==> src/rtl/wb_arbiter.sv <==
// wb_arbiter: register-file write-back arbiter merging the pipeline stream
// with a long-latency result FIFO; `define WB_PENDING_CHECK_EN adds pend ports.
module wb_arbiter #(
    parameter int DEPTH      = 4,
    parameter int STARVE_MAX = 8
) (
    input  logic        clk,
    input  logic        rst,
    input  logic        p_we,
    input  logic [4:0]  p_wa,
    input  logic [31:0] p_wd,
    input  logic        l_valid,
    output logic        l_ready,
    input  logic [4:0]  l_wa,
    input  logic [31:0] l_wd,
    output logic        stall,
    output logic        we3,
    output logic [4:0]  wa3,
    output logic [31:0] wd3
`ifdef WB_PENDING_CHECK_EN
    ,
    input  logic [4:0]  ra1,
    input  logic [4:0]  ra2,
    output logic        pend1,
    output logic        pend2
`endif
);
    localparam int PW = $clog2(DEPTH);
    localparam int CW = PW + 1;
    localparam int SW = $clog2(STARVE_MAX + 1);
    localparam logic [CW-1:0] FULL = CW'(DEPTH);
    localparam logic [SW-1:0] SMAX = SW'(STARVE_MAX);

    logic [DEPTH-1:0] vld_q, vld_d;
    logic [4:0]       ewa_q [DEPTH];
    logic [4:0]       ewa_d [DEPTH];
    logic [31:0]      ewd_q [DEPTH];
    logic [31:0]      ewd_d [DEPTH];
    logic [PW-1:0]    head_q, head_d;
    logic [PW-1:0]    tail_q, tail_d;
    logic [CW-1:0]    count_q, count_d;
    logic [SW-1:0]    starve_q, starve_d;
    logic             stall_q, stall_d;
    logic             we3_q, we3_d;
    logic [4:0]       wa3_q, wa3_d;
    logic [31:0]      wd3_q, wd3_d;
    logic             live, push, pop, empty;

    assign l_ready = (count_q != FULL);
    assign stall   = stall_q;
    assign we3     = we3_q;
    assign wa3     = wa3_q;
    assign wd3     = wd3_q;

    // Source select, kill of stale FIFO entries, FIFO bookkeeping, starvation.
    always_comb begin
        live   = p_we && (p_wa != 5'd0);
        empty  = (count_q == '0);
        push   = l_valid && l_ready && (l_wa != 5'd0);
        pop    = !live && !empty;
        vld_d  = vld_q;
        ewa_d  = ewa_q;
        ewd_d  = ewd_q;
        head_d = head_q;
        tail_d = tail_q;
        we3_d  = 1'b0;
        wa3_d  = wa3_q;
        wd3_d  = wd3_q;
        if (live) begin
            for (int i = 0; i < DEPTH; i++) begin
                if (ewa_q[i] == p_wa) begin
                    vld_d[i] = 1'b0;
                end
            end
            we3_d = 1'b1;
            wa3_d = p_wa;
            wd3_d = p_wd;
        end else if (pop) begin
            we3_d = vld_q[head_q];
            if (vld_q[head_q]) begin
                wa3_d = ewa_q[head_q];
                wd3_d = ewd_q[head_q];
            end
            vld_d[head_q] = 1'b0;
            head_d = head_q + 1'b1;
        end
        if (push) begin
            vld_d[tail_q] = !(live && (l_wa == p_wa));
            ewa_d[tail_q] = l_wa;
            ewd_d[tail_q] = l_wd;
            tail_d = tail_q + 1'b1;
        end
        count_d = count_q + CW'(push) - CW'(pop);
        stall_d = (starve_q >= SMAX);
        if (empty || pop) begin
            starve_d = '0;
        end else if (starve_q != SMAX) begin
            starve_d = starve_q + 1'b1;
        end else begin
            starve_d = starve_q;
        end
    end

    // State registers; reset drops all buffered results at once.
    always_ff @(posedge clk or posedge rst) begin
        if (rst) begin
            vld_q    <= '0;
            for (int i = 0; i < DEPTH; i++) begin
                ewa_q[i] <= '0;
                ewd_q[i] <= '0;
            end
            head_q   <= '0;
            tail_q   <= '0;
            count_q  <= '0;
            starve_q <= '0;
            stall_q  <= 1'b0;
            we3_q    <= 1'b0;
            wa3_q    <= '0;
            wd3_q    <= '0;
        end else begin
            vld_q    <= vld_d;
            ewa_q    <= ewa_d;
            ewd_q    <= ewd_d;
            head_q   <= head_d;
            tail_q   <= tail_d;
            count_q  <= count_d;
            starve_q <= starve_d;
            stall_q  <= stall_d;
            we3_q    <= we3_d;
            wa3_q    <= wa3_d;
            wd3_q    <= wd3_d;
        end
    end

`ifdef WB_PENDING_CHECK_EN
    // Flag decode reads whose register still has a write in flight.
    always_comb begin
        pend1 = we3_q && (wa3_q == ra1);
        pend2 = we3_q && (wa3_q == ra2);
        for (int i = 0; i < DEPTH; i++) begin
            if (vld_q[i] && (ewa_q[i] == ra1)) begin
                pend1 = 1'b1;
            end
            if (vld_q[i] && (ewa_q[i] == ra2)) begin
                pend2 = 1'b1;
            end
        end
        if (ra1 == 5'd0) begin
            pend1 = 1'b0;
        end
        if (ra2 == 5'd0) begin
            pend2 = 1'b0;
        end
    end
`endif

endmodule

==> config.mk <==
export PLATFORM = sky130hd
export DESIGN_NAME = wb_arbiter
export DESIGN_NICKNAME = d
export VERILOG_FILES = /design/src/rtl/wb_arbiter.sv
export SDC_FILE = /design/constraint.sdc
export NUM_CORES = 1
export LEC_CHECK = 0
export BUFFER_PORTS_ARGS = -buffer_cell sky130_fd_sc_hd__buf_4
export CORE_UTILIZATION = 30
export CTS_CLUSTER_DIAMETER = 100
export DETAILED_ROUTE_END_ITERATION = 16
export PLACE_DENSITY_LB_ADDON = 0.05
export SETUP_SLACK_MARGIN = 0.2
export SYNTH_ARGS = -nofsm -noshare
export SYNTH_HDL_FRONTEND = slang
export SYNTH_SLANG_ARGS = --single-unit
==> constraint.sdc <==
create_clock -name clk -period 6 [get_ports clk]
set_clock_uncertainty 0.05 [all_clocks]
set_input_delay 0.3 -clock clk [delete_from_list [all_inputs] [get_ports clk]]
set_output_delay 0.3 -clock clk [all_outputs]
set_load 0.01 [all_outputs]
======== After elaboration in Yosys (flattened, before gate mapping) ========
Index checks and enable logic that the tools add are counted.
word-level totals
  bits in registers ....................... 202
  input port bits ......................... 78
  output and inout bits ................... 40
  logic and storage cells ................. 98
cells by class
  add/sub/neg operators ................... 5
  magnitude comparators ................... 8
  equality and inequality tests ........... 7
  multiplexer cells ....................... 36
  bitwise logic cells ..................... 5
  reductions and logical operators ........ 20
operators with widths
  operator               count
  $mux W32               6
  $bwmux W128            1
  $bmux W32 S2           1
  $demux W32 S2          1
  $mux W5                6
  $eq A5 B5 Y1           5
  $bwmux W20             1
  $mux W4                5
  $bmux W5 S2            1
  $demux W5 S2           1
  $reduce_bool A5 Y1     2
  $mux W1                9
  $logic_and A1 B1 Y1    8
  $ge A3 B3 Y1 const B   2
  $lt A2 B3 Y1 const B   2
  $not A2 Y3             2
  $reduce_bool A2 Y1     3
  $add A2 B1 Y2 const B  2
  $add A4 B1 Y4 const B  1
  $and A4 B4 Y4          1
  $bwmux W4              1
  $demux W1 S2           2
  $ge A2 B1 Y1 const B   2
  $ge A4 B4 Y1 const B   1
  other kinds (12)       15

======== Depth between registers and ports, before layout ========
Gate-level depths: netlist (run 1).
  word-level depth ........................ 10
  gate-level depth with buffers ........... 13
  mapped depth without buffers ............ 11

======== Worst setup path before layout (run 1) ========
No wires, ideal clock.
  kind .................................... input to register
  start ................................... in p_wa[0]
  end ..................................... reg count_q[2]
  library setup time ...................... 125 ps
  arrival ................................. 2597 ps
  data required time ...................... 5825 ps
  slack ................................... 3228 ps
  stages on the path ...................... 13
  buffers on the path ..................... 2
  cell sequence ........................... buf_6 or3_4 o31ai_4 buf_6 nand2_2 inv_1 ha_1 inv_1 ha_1 inv_1 fa_1 xnor2_1 xnor2_1
on the way
  longest elaborated chain between the ends .. 5
RTL lines
  what                    RTL line  RTL
  start: declaration      10        input logic [4:0] p_wa,
  $reduce_bool A5 Y1      57        live = p_we && (p_wa != 5'd0);
  $logic_and A1 B1 Y1     57
  $logic_not A1 Y1        60        pop = !live && !empty;
  $logic_and A1 B1 Y1     60
  $sub A3 B1 Y3           93        count_d = count_q + CW'(push) - CW'(pop);
  net count_d[2]          41        logic [CW-1:0] count_q, count_d;
  end signal: assignment  126       count_q <= count_d;
  end: declaration        41
The timed path passes the listed nets, and every way through them passes these cells.
A chain may end at the register's enable or synchronous reset.

======== Final worst setup path (run 1) ========
  start ................................... in l_wa[2]
  end ..................................... reg count_q[2]
on the way
  longest elaborated chain between the ends .. 4
RTL lines
  what                 RTL line  RTL
  start: declaration   14        input logic [4:0] l_wa,
  $reduce_bool A5 Y1   59        push = l_valid && l_ready && (l_wa != 5'd0);
  $logic_and A1 B1 Y1  59
  $add A3 B1 Y3        93
  $sub A3 B1 Y3        93
  net count_d[2]       41
The timed path passes the listed nets, and every way through them passes these cells.

==> results of run 1 <==
[power by group through the flow]
stage / clock (mW) / combinational [mW] / sequential (mW)
detailed placement: 0 / 2.78 / 2.48
CTS: 1.53 / 2.80 / 2.47
global route: 1.59 / 2.97 / 2.56
finish: 1.48 / 2.73 / 2.45
floorplan: 0 / 1.97 / 2.42
global placement: 0 / 2.71 / 2.44
[layer usage]
metal  track usage, %  share of wire, %  up-vias
met1             19.3                45     2953
li1                 -                 -     2574
met5                0                 0        -
met2             25.7                49      113
met3             2.92               4.3       36
met4             4.03               1.9        0
[stage by stage]
step / total power [mW] / instance area (um^2) / hold slack (ns) / util [%] / setup slack (ns)
floorplan: 4.39 / 9610 / 0.388 / - / 3.03
global placement: 5.14 / 10900 / 0.312 / 34.6 / 2.74
detailed placement: 5.26 / 10900 / 0.317 / 34.6 / 2.68
CTS: 6.80 / 12100 / 0.000290 / 38.3 / 2.66
global route: 7.12 / 12100 / 0.0106 / 38.3 / 2.50
finish: 6.67 / 12100 / 0.0261 / 38.3 / 2.69
[flip-flops by register name (all words and copies together) (netlist names)]
signal,cells
wa3,5
starve_q,4
wd3,32
count_q,3
tail_q,2
ewd_q,128
stall,1
ewa_q,20
head_q,2
we3,1
vld_q,4
[layout make-up]
class,count,share of cell area [%]
antenna,1,0.0207
clock buffer,37,6.04
clock inverter,8,0.569
inverter,15,0.497
multi-input combinational,368,35.6
sequential,202,41.9
tap,402,4.16
timing repair buffer,167,11.2
[path summary, 6_finish.rpt]
kind | end | from | slack, ns
setup / recovery | count_q[2] | l_wa[2] | 2.69
hold / removal | ewa_q[13] | l_wa[3] | 0.03
setup reg to reg | count_q[2] | count_q[2] | 3.06
hold reg to reg | stall | starve_q[3] | 0.38
max in group asynchronous | ewd_q[117] | rst | 4.45
min in group asynchronous | ewd_q[25] | rst | 0.32
[cells in the final DEF (no fill, tap or decap), drive strengths merged, types with 4 or more instances in the layout]
cell / netlist / routed
mux2: 214 / 214
dfrtp: 202 / 202
buf: 26 / 131
mux4: 38 / 38
clkbuf: 13 / 37
dlygate4sd3: 0 / 36
xnor2: 20 / 20
nand2: 17 / 17
inv: 15 / 15
ha: 12 / 12
xor2: 11 / 11
nor2: 8 / 8
nand3: 7 / 7
clkinv: 0 / 6
nor4: 6 / 6
a21oi: 5 / 5
nand2b: 5 / 5
a211oi: 5 / 5
mux2i: 4 / 4
and3: 4 / 4
o32ai: 4 / 4
[kinds of logic (layout without fill, tap and decap cells)]
group	after synthesis	after routing	synth area share (%)
AND/OR/NAND/NOR	50	50	2.75
XOR/XNOR	31	31	2.83
flip-flops	202	202	52.6
buffers and inverters	54	227	3.11
multiplexers	256	256	35.5
other	0	1	0
AO/OA/AOI/OAI	18	18	1.42
adder cells (fa/ha/maj)	13	13	1.77
==> flow_summary.ini, run 1 <==
[run_status]
status = complete, no violations

[global_routing]
antenna_found_initial = 1
grtUsageTotal_pct = 15.0
grt_max_degree = 124
globalRouteOverflowTotal = 0
grt_pass1_vias = 6525
grt_pass1_wl_mm = 38.1

[detailed_routing]
drc_errors = 0
wl_mm = 23.7
antenna_left = 0
wire_per_inst_um = 19.7
drt_iter0_drc = 137
firstDrtPassIters = 4
viasPerCell = 4.73
vias = 5676

[yosys]
yosysWarnings = 0
avgSynthCellArea_um2 = 15.4
yosysTopAreaCell = dfrtp_1
synth_cell_type_count = 34
syn_nets = 715
synth.area.top_cells = dfrtp_1, mux2_2, mux4_2, mux2_4, xnor2_1
synthArstFlopShare_pct = 100
synth_cells = 624
synth_most_common_cell = dfrtp_1
synth-edff-count = 0
synth_seq_cells = 202
synth_seq_area_share_pct = 52.6
synth_area_mm2 = 0.00961
synth_top_flop_cell = dfrtp_1
synth.top_cell.area_share_pct = 52.6
synth_top_cells_by_count = dfrtp_1, mux2_2, mux4_2

[worst_setup_path]
reg2reg_depth = 11
crit_top_cell = inv_1
slowest_delay_ns = 0.97
crit_path_end_kind = register
cp_top_family = simple AND/OR/NAND/NOR gates
required_ns = 6.39
cp.depth = 12
crit_slowest_cell = nor4_2
crit_chain = dlygate4sd3_1 > buf_4 > nor4_2 > a211oi_1 > inv_1 > ha_1 > inv_1 > ha_1 > inv_1 > fa_1 > xnor2_1 > xnor2_1
crit_type = in -> reg
crit_arrival_ns = 3.71
cp_max_fo = 8
crit_path_start_kind = input pin
path_buf_inv = 5

[floorplan]
ioPinCount = 118
die_area_mm2 = 0.0328
die-width_um = 181
initial_core_util_pct = 30.5
row_count = 65
die-height_um = 181
core-area_mm2 = 0.0316

[power]
swShare_pct = 31.2
p_seq_share_pct = 36.8
p_comb_share_pct = 41.0
p_int_mw = 4.59
clock_power_share_pct = 22.2
vdd_ir_drop_max_mv = 0.210
powerDensity_mw_per_mm2 = 551
p_sw_mw = 2.08
p_leak_nw = 5.20

[timing]
period_minus_slack_ns = 3.31
fmax_mhz = 302
slew_headroom_pct = 23.3
hold_viol = 0
rsz0062_at_grt = false
slew_violations = 0
setup_viol = 0
min_period_over_period_pct = 55.2
tightest_slew_ns = 1.14
setup_tns_ns = 0

[clocking]
cts_tree = yes
clock_path_buffers = 3
insertion_delay_ns = 0.52
clockRootBuffer = clkbuf_16
clk_pin_slew_worst_paths_ns = 0.06
cts_buffers = 25
cts_sinks = 202
cts_hold_buf = 36
h-tree-depth = 1
postCtsSetupBuffers = 0
cts_resized = 0

[hold_path]
hp-class = in -> reg
min_path_cells = 2

[place]
dp.cells = 1118
gp_congestion = 0.730
place_hpwl_mm = 14.6
io_buffers = 117

[cells_and_area]
multi_input_area_mm2 = 0.00431
fill_cells = 2985
drive_gt1_share_pct = 54.3
area_delta_synth_final_pct = 25.8
seqCellArea_mm2 = 0.00506
finalNetCount = 870
fin_cells = 1200

[run]
drv_cap = 0
No activity file was read; power rests on OpenSTA's default activity.
==> inputs of run 2 (changes only) <==
Clock period 6 ns to 3.18 ns, I/O delays scaled along.
==> run 2 against run 1 <==
Effect of this change: utilization rose by 1.5 points; via count rose by 2.9%; largest power group unchanged; cell area rose by 3.9%; cell count rose by 3.5%; worst setup slack got worse by 2.0 ns; sequential power rose by 91%; total power rose by 89%; combinational power rose by 90%; sequential cell count did not move.
==> flow_summary.ini, run 2 (synthesis results as in run 1) <==
[place]
gp_congestion = 0.713
place_hpwl_mm = 15.0
post-place-ws_ns = 0.429
io_buffers = 117

[clocking]
insertion_delay_ns = 0.52
h-tree-depth = 1
clockRootBuffer = clkbuf_16
cts_buffers = 25
postCtsSetupBuffers = 0
cts_sinks = 202
cts_tree = yes
clk_pin_slew_worst_paths_ns = 0.06
clock_path_buffers = 3

[worst_setup_path]
crit_path_start_kind = input pin
crit_chain = dlygate4sd3_1 > buf_4 > or3_4 > o31ai_4 > nand2_2 > inv_1 > ha_1 > inv_1 > ha_1 > inv_1 > fa_1 > xnor2_1 > xnor2_1
crit_top_cell = inv_1
cp_max_fo = 7
crit_path_end_kind = register
crit_slowest_cell = dlygate4sd3_1
crit_arrival_ns = 2.87
required_ns = 3.53
slowest_delay_ns = 0.53
crit_type = in -> reg

[global_routing]
antenna_found_initial = 1
grtUsageTotal_pct = 15.2
grt_max_degree = 84
grt_pass1_wl_mm = 38.7
globalRouteOverflowTotal = 0
grt_pass1_vias = 6562

[cells_and_area]
most-common-layout-cells = dfrtp_1, mux2_2, buf_4, dlygate4sd3_1, mux4_2
final_common_cell = dfrtp_1
largest_register_ff_count = 128
fill_cells = 2974
finalNetCount = 914
regMostFlops = ewd_q
drive_gt1_share_pct = 52.2
area_delta_synth_final_pct = 30.7

[timing]
fmax_mhz = 397
slew_headroom_pct = 39.4
min_period_over_period_pct = 79.3
rsz0062_at_grt = false
period_minus_slack_ns = 2.52
hold_viol = 0
tightest_slew_ns = 0.907
setup_viol = 0
setup_tns_ns = 0
slew_violations = 0
finalWorstSetupSlack_ns = 0.658

[floorplan]
die-width_um = 181
core-area_mm2 = 0.0316
ioPinCount = 118
die-height_um = 181
initial_core_util_pct = 30.5
row_count = 65
die_area_mm2 = 0.0328

[detailed_routing]
viasPerCell = 4.70
antenna_left = 0
firstDrtPassIters = 4
vias = 5839
drc_errors = 0
wl_mm = 24.0
drt_iter0_drc = 168
wire_per_inst_um = 19.3

[power]
vdd_ir_drop_max_mv = 0.597
powerDensity_mw_per_mm2 = 1000
p_leak_nw = 5.40

[run]
drv_cap = 0

[hold_path]
hp-class = in -> reg

[run_status]
status = complete, no violations
==> run 2: cell types whose count changed in the layout (fill, tap and decap cells not counted), moves of 2 or more <==
| cell | delta |
|---|---|
| dlygate4sd3_1 | +40 |
| buf_12 | +4 |
| clkbuf_1 | -2 |
| clkbuf_8 | +2 |
==> run 2: power by group <==
part | internal, mW | switching, mW | leakage (nW)
registers | 3.90 | 0.797 | 2.40
clock network | 1.62 | 1.09 | 0.390
logic | 3.17 | 2.01 | 2.60
==> run 2: final timing paths <==
kind | from | slack, ns | cells past startpoint | endpoint
setup reg to reg | count_q[2] | 0.67 | 10 | count_q[2]
hold / removal | l_valid | 0.03 | 4 | tail_q[0]
hold reg to reg | starve_q[3] | 0.37 | 0 | stall
max in group asynchronous | rst | 1.81 | 4 | ewd_q[75]
setup / recovery | p_wa[0] | 0.66 | 13 | count_q[2]
min in group asynchronous | rst | 0.33 | 3 | ewd_q[91]
==> run 2: critical path, delay by kind of cell <==
family	cells	cell delay (ns)
xor gates and xnor gates	2	0.26
buffers and inverters	5	0.90
AOI/OAI and AO/OA	1	0.27
and+or+nand+nor	2	0.54
adders and majority gates	3	0.72
==> run 2: through the flow <==
stage | hold slack, ns | power [mW] | utilization [%] | instance area [um^2] | cells
after floorplan | 0.247 | 8.28 | - | 9610 | 624
after CTS | 0.0342 | 12.8 | 39.8 | 12500 | 1241
after global placement | 0.336 | 9.77 | 34.9 | 11000 | 1122
after detailed placement | 0.350 | 9.97 | 34.9 | 11000 | 1122
after global routing | 0.0531 | 13.4 | 39.8 | 12600 | 1241
final | 0.0283 | 12.6 | 39.8 | 12600 | 1242
==> run 2: metal layers <==
metal  track usage [%]  vias up  wire length [um]  part of all wire, %
met5                 0        -                 0                    0
met4              4.31        0               541                  2.3
met3              2.34       37               882                  3.7
met2              25.6      121             11600                   49
met1              20.2     3014             10900                   46
li1                  -     2667                 -                    -
==> run 2: timing repair <==
item / CTS / global route
hold buffers: 76 / 0
setup endpoints to repair: 0 / 1
endpoints found under the hold margin: 220 / 0
gates resized for setup: 0 / 1
==> run 2: cell type report <==
cell class	count	area (um^2)	share of cell area [%]
diodes	1	2.50	0.0199
clock buffers	37	751	5.98
clock inverters	6	32.5	0.259
inverters	15	60.1	0.478
multi-input cells	368	4310	34.3
flip-flops and latches	202	5060	40.3
well taps	402	503	4.01
repair buffers	211	1840	14.6
